==> src/rtl/r2fft_pkg.sv <==
// r2fft_pkg: FSM state type and width-parameterised bit-reverse helper shared by the FFT loader.
package r2fft_pkg;
  typedef enum logic [1:0] {IDLE, LOAD, FLUSH, DONE} state_t;
  // Shifting the low w bits in LSB-first leaves them mirrored in r[w-1:0].
  function automatic logic [31:0] bit_rev(input logic [31:0] v, input int w);
    logic [31:0] r;
    r = '0;
    for (int i = 0; i < 32; i++) if (i < w) r = {r[30:0], v[i]};
    return r;
  endfunction
endpackage

==> src/rtl/bitrev_loader_if.sv <==
// bitrev_loader_if: sample stream in, dpram write port and frame handshake out.
interface bitrev_loader_if #(parameter int ADDR_WIDTH = 9, parameter int DATA_WIDTH = 32);
  logic start, din_valid, din_ready, din_last, wact, frame_done, frame_ack, frame_err;
  logic [DATA_WIDTH-1:0] din, wdw;
  logic [ADDR_WIDTH-1:0] wa;
  modport master(output start, din_valid, din, din_last, frame_ack,
                 input din_ready, wact, wa, wdw, frame_done, frame_err);
  modport slave(input start, din_valid, din, din_last, frame_ack,
                output din_ready, wact, wa, wdw, frame_done, frame_err);
endinterface

==> src/rtl/bitrev_loader.sv <==
// bitrev_loader: loads one N-sample frame into dpram; BITREV_LOADER_BITREV_EN selects bit-reversed write addresses.
module bitrev_loader
  import r2fft_pkg::*;
#(
  parameter int ADDR_WIDTH = 9,
  parameter int DATA_WIDTH = 32
) (
  input logic clk,
  input logic rst,
  bitrev_loader_if.slave bus
);
  localparam logic [ADDR_WIDTH-1:0] LAST = '1;
  state_t state_q, state_d;
  logic [ADDR_WIDTH-1:0] cnt_q, cnt_d, wa_q, wa_d, addr;
  logic [DATA_WIDTH-1:0] wdw_q, wdw_d;
  logic wact_q, wact_d, err_q, err_d, accept, begin_load, is_last;
`ifdef BITREV_LOADER_BITREV_EN
  assign addr = ADDR_WIDTH'(bit_rev(32'(cnt_q), ADDR_WIDTH));
`else
  assign addr = cnt_q;
`endif
  always_comb begin
    accept = state_q == LOAD && bus.din_valid;
    begin_load = state_q == IDLE && bus.start;
    is_last = cnt_q == LAST;
    state_d = begin_load ? LOAD :
              (accept && is_last) ? FLUSH :
              state_q == FLUSH ? DONE :
              (state_q == DONE && bus.frame_ack) ? IDLE : state_q;
    cnt_d = begin_load ? '0 : accept ? cnt_q + 1'b1 : cnt_q;
    // din_last must coincide exactly with sample N-1; any disagreement is sticky.
    err_d = begin_load ? 1'b0 : (accept && bus.din_last != is_last) ? 1'b1 : err_q;
    wact_d = accept;
    wa_d = accept ? addr : wa_q;
    wdw_d = accept ? bus.din : wdw_q;
  end
  always_ff @(posedge clk or posedge rst) begin
    if (rst) begin
      state_q <= IDLE;
      cnt_q <= '0;
      wa_q <= '0;
      wdw_q <= '0;
      wact_q <= 1'b0;
      err_q <= 1'b0;
    end else begin
      state_q <= state_d;
      cnt_q <= cnt_d;
      wa_q <= wa_d;
      wdw_q <= wdw_d;
      wact_q <= wact_d;
      err_q <= err_d;
    end
  end
  assign bus.din_ready = state_q == LOAD;
  assign bus.frame_done = state_q == DONE;
  assign bus.frame_err = err_q;
  assign bus.wact = wact_q;
  assign bus.wa = wa_q;
  assign bus.wdw = wdw_q;
endmodule

==> src/flat_wrapper.sv <==
// flat-port wrapper written by rule: the top's interface ports become plain ports
module bitrev_loader_flat import r2fft_pkg::*;
#(
  parameter int ADDR_WIDTH = 9,
  parameter int DATA_WIDTH = 32
)
  (clk, rst, bus_start, bus_din_valid, bus_din, bus_din_last, bus_frame_ack, bus_din_ready, bus_wact, bus_wa, bus_wdw, bus_frame_done, bus_frame_err);
  bitrev_loader_if #(.ADDR_WIDTH(ADDR_WIDTH), .DATA_WIDTH(DATA_WIDTH)) bus_i ();
  input logic clk;
  input logic rst;
  input wire logic [$bits(bus_i.start)-1:0] bus_start;
  input wire logic [$bits(bus_i.din_valid)-1:0] bus_din_valid;
  input wire logic [$bits(bus_i.din)-1:0] bus_din;
  input wire logic [$bits(bus_i.din_last)-1:0] bus_din_last;
  input wire logic [$bits(bus_i.frame_ack)-1:0] bus_frame_ack;
  output wire logic [$bits(bus_i.din_ready)-1:0] bus_din_ready;
  output wire logic [$bits(bus_i.wact)-1:0] bus_wact;
  output wire logic [$bits(bus_i.wa)-1:0] bus_wa;
  output wire logic [$bits(bus_i.wdw)-1:0] bus_wdw;
  output wire logic [$bits(bus_i.frame_done)-1:0] bus_frame_done;
  output wire logic [$bits(bus_i.frame_err)-1:0] bus_frame_err;
  assign bus_i.start = bus_start;
  assign bus_i.din_valid = bus_din_valid;
  assign bus_i.din = bus_din;
  assign bus_i.din_last = bus_din_last;
  assign bus_i.frame_ack = bus_frame_ack;
  assign bus_din_ready = bus_i.din_ready;
  assign bus_wact = bus_i.wact;
  assign bus_wa = bus_i.wa;
  assign bus_wdw = bus_i.wdw;
  assign bus_frame_done = bus_i.frame_done;
  assign bus_frame_err = bus_i.frame_err;
  bitrev_loader #(.ADDR_WIDTH(ADDR_WIDTH), .DATA_WIDTH(DATA_WIDTH)) u_core (.clk(clk), .rst(rst), .bus(bus_i));
endmodule
==> config.mk <==
export PLATFORM = sky130hd
export DESIGN_NAME = bitrev_loader_flat
export DESIGN_NICKNAME = d
export VERILOG_FILES = /design/src/rtl/r2fft_pkg.sv /design/src/rtl/bitrev_loader_if.sv /design/src/rtl/bitrev_loader.sv /design/src/flat_wrapper.sv
export SDC_FILE = /design/constraint.sdc
export NUM_CORES = 1
export LEC_CHECK = 0
export ABC_AREA = 1
export CAP_MARGIN = 0
export CORE_MARGIN = 2
export CORE_UTILIZATION = 45
export CTS_CLUSTER_DIAMETER = 100
export DETAILED_ROUTE_END_ITERATION = 12
export GPL_TIMING_DRIVEN = 0
export PLACE_DENSITY = 0.78
export SLEW_MARGIN = 25
export SYNTH_ARGS = -nofsm -noshare
export SYNTH_HDL_FRONTEND = slang
export SYNTH_SLANG_ARGS = --single-unit
==> constraint.sdc <==
create_clock -name clk -period 3.9 [get_ports clk]
set_input_delay 0.39 -clock clk [delete_from_list [all_inputs] [get_ports clk]]
set_output_delay 0.39 -clock clk [all_outputs]
set_load 0.01 [all_outputs]
==> metrics <==
Num CTS Buffers=5; drt wl/cell=12.7 µm; P_leak=0.00160 µW; crit share post-route=47.6%; die area=approximately 5500 µm²; post-route minimum period=1.86 ns; commonest non-fill, non-tap cell in the layout=nand2_1; Startpoint Class=flip-flop; CP required=3.51 ns; dominant cells by area after synthesis=dfrtp_1 61%, nand2_1 20%, o21ai_0 3.4%; Mapped Area=between 2000 and 2500 µm²; DP HPWL=3.67 mm; WP data arrival=roughly 1.5 ns; port bufs=82; hold path depth=2; Least-Margin Pin Slew=0.650 ns; GRT Resource Usage Total=19.7%; PD cells=693 nW/µm²; CTS tree=done; total wirelength of the detailed-routed design=5.12 mm; WP buf/inv=2; CP Capture Type=primary output; sequential area share after synthesis=about three fifths; Slew Limit Fails=0; Post-Syn Nets=287; Mapped Cells=247; initial DRC count=89; initial antenna violation count=0; First-pass DRT Iterations=4; hold_buf cts=0; Clock Root Buffer=clkbuf_8; R2R depth=7; H-Tree Depth=2; setup ws final=2.04 ns; Max clock buf depth=2; Crit Path Class=reg2out; Placer Congestion=0.812; HP Class=reg2reg; setup repair bufs after CTS=0; CP cell instances=inv_1 -> nor2_1 -> clkdlybuf4s50_1; clock sink total=54; status=completed; largest net degree at the start of global routing=55; FMAX=538 MHz; max incr delay on CP=0.54 ns; ant diodes=0; peak supply drop=0.357 mV; Core ar.=4750 µm²; Area Growth Syn to Fin=45.8%; Clk Latency, worst-skew pair=0.30 ns; Rel. slew slack=a little under three fifths; first-pass GRT wire length=8.29 mm; Rows=25; layout cells sized above 1=8.04%; synth unique cells=21; Max Clock Skew=0.00375 ns; share of the synthesized area in the top cell type=60.7%; CP max FO=5; YS warnings=0; vias in the first global route=between 1.5k and 2k; critical path's top delay family=buffers and inverters; Reg clk slew, reported paths=roughly 0.09 ns; post_cts resized=0; GR Overflow Total=0; Die Ht=74.3 µm; Hold WS=slightly below 0.5 ns; net count reported at finish=376; number of routed nets with antenna violations=0; WHS Endpoint=u_core.bus.wdw[2]$_DFFE_PP0P_; worst r2r src=u_core.addr[0]$_DFFE_PP0P_; slowest stage cell, crit path=clkdlybuf4s50_1; detailed-route via count=1897; Worst R2R Setup Slack=2.23 ns; syn_area_per_cell=9.01 µm²; max-cap violations=0; Place WS=between 2 and 2.5 ns; final setup TNS=0 ns; DRC Markers=0; most frequent cells in the layout=121 x nand2_1, 82 x clkdlybuf4s50_1, 54 x dfrtp_1; vias per inst=4.71; initial core utilization=46.8%; Worst Min Path Start=u_core.bus.wdw[2]$_DFFE_PP0P_; Die Span X=roughly 74 µm; Final Hold Viols=0; RSZ-0062 raised after global routing=false; Top Ports=83; dominant cell type by area after synthesis=dfrtp_1; Seq cells post-synth=54; Worst R2R End=u_core.state_q[0]$_DFFE_PP0P_; setup violators final=0
how the worst max path moves through the flow:
stage / slack [ns] / from / endpoint / depth (start not counted)
floorplan: 2.20 / rst / u_core.addr[0]$_DFFE_PP0P_ / 1
global placement: 1.24 / rst / u_core.bus.wa[1]$_DFFE_PP0P_ / 2
detailed placement: 2.25 / u_core.addr[0]$_DFFE_PP0P_ / u_core.state_q[0]$_DFFE_PP0P_ / 7
CTS: 2.04 / u_core.state_q[0]$_DFFE_PP0P_ / bus_din_ready / 3
global route: 1.92 / u_core.state_q[0]$_DFFE_PP0P_ / bus_din_ready / 3
finish: 2.04 / u_core.state_q[0]$_DFFE_PP0P_ / bus_din_ready / 3
stage by stage:
step / util (%) / cell area (µm²) / power (µW) / instances
detailed placement: 65.9 / 3130 / 1880 / 396
CTS: 68.3 / 3250 / 2270 / 403
global placement: 65.8 / 3130 / 1850 / 396
floorplan: - / 2230 / 1360 / 247
finish: 68.3 / 3250 / 2250 / 403
global route: 68.3 / 3250 / 2410 / 403
worst register-to-register path, stage by stage, from the launching register on:
cell      delay [ns]
dfrtp_1         0.40
ha_1            0.21
nand3_1         0.14
nor4_1          0.27
ha_1            0.28
nand2_2         0.08
o211ai_1        0.08
nand3_1         0.09
cells in the mapped netlist:
cell / n
ha_1: 2
nand3_2: 3
o21ai_0: 15
nor2_2: 2
nand2_2: 1
o211ai_1: 1
nand4_1: 1
buf_2: 3
nand2_1: 121
inv_2: 2
nor2_1: 5
a21oi_1: 5
inv_1: 14
buf_4: 4
xnor2_1: 1
nor4_1: 1
nor3_1: 1
nor2_8: 1
buf_6: 3
dfrtp_1: 54
nand3_1: 7
flip-flops by register name, summed over array words and instances (netlist names):
signal                flops
u_core.state_q            2
u_core.bus.wa             9
u_core.addr               9
u_core.bus.wdw           32
u_core.bus.wact           1
u_core.bus.frame_err      1
where the power goes:
part,switching (µW),internal (µW),total (µW)
Clock,173,206,378
Combinational,455,499,953
Sequential,138,780,917
kinds of logic (layout without fill, tap and decap cells):
logic type | count (synthesis) | after routing | synth area share [%]
adder cells (fa/ha/maj) | 2 | 2 | 1.12
buffers and inverters | 26 | 115 | 6.24
flip-flops | 54 | 54 | 60.7
XOR/XNOR | 1 | 1 | 0.394
AND/OR/NAND/NOR | 143 | 143 | 26.7
AO/OA/AOI/OAI | 21 | 21 | 4.83
layout make-up:
type | count | area [µm²]
repair buffers | 82 | 821
plain buffers | 10 | 78.8
inverters | 16 | 62.6
flip-flops and latches | 54 | 1350
clock buffers | 6 | 82.6
fillers | 380 | 1510
well taps | 67 | 83.8
multi-input cells | 167 | 736
clock inverters | 1 | 30.0
routing by layer:
metal,wire length (µm),share of wire (%),track usage [%]
met1,2250,44,25.4
met2,2570,50,33.3
met3,241,4.7,4.20
met4,68,1.3,6.75
met5,0,0,0
(Power assumes the default switching activity.)
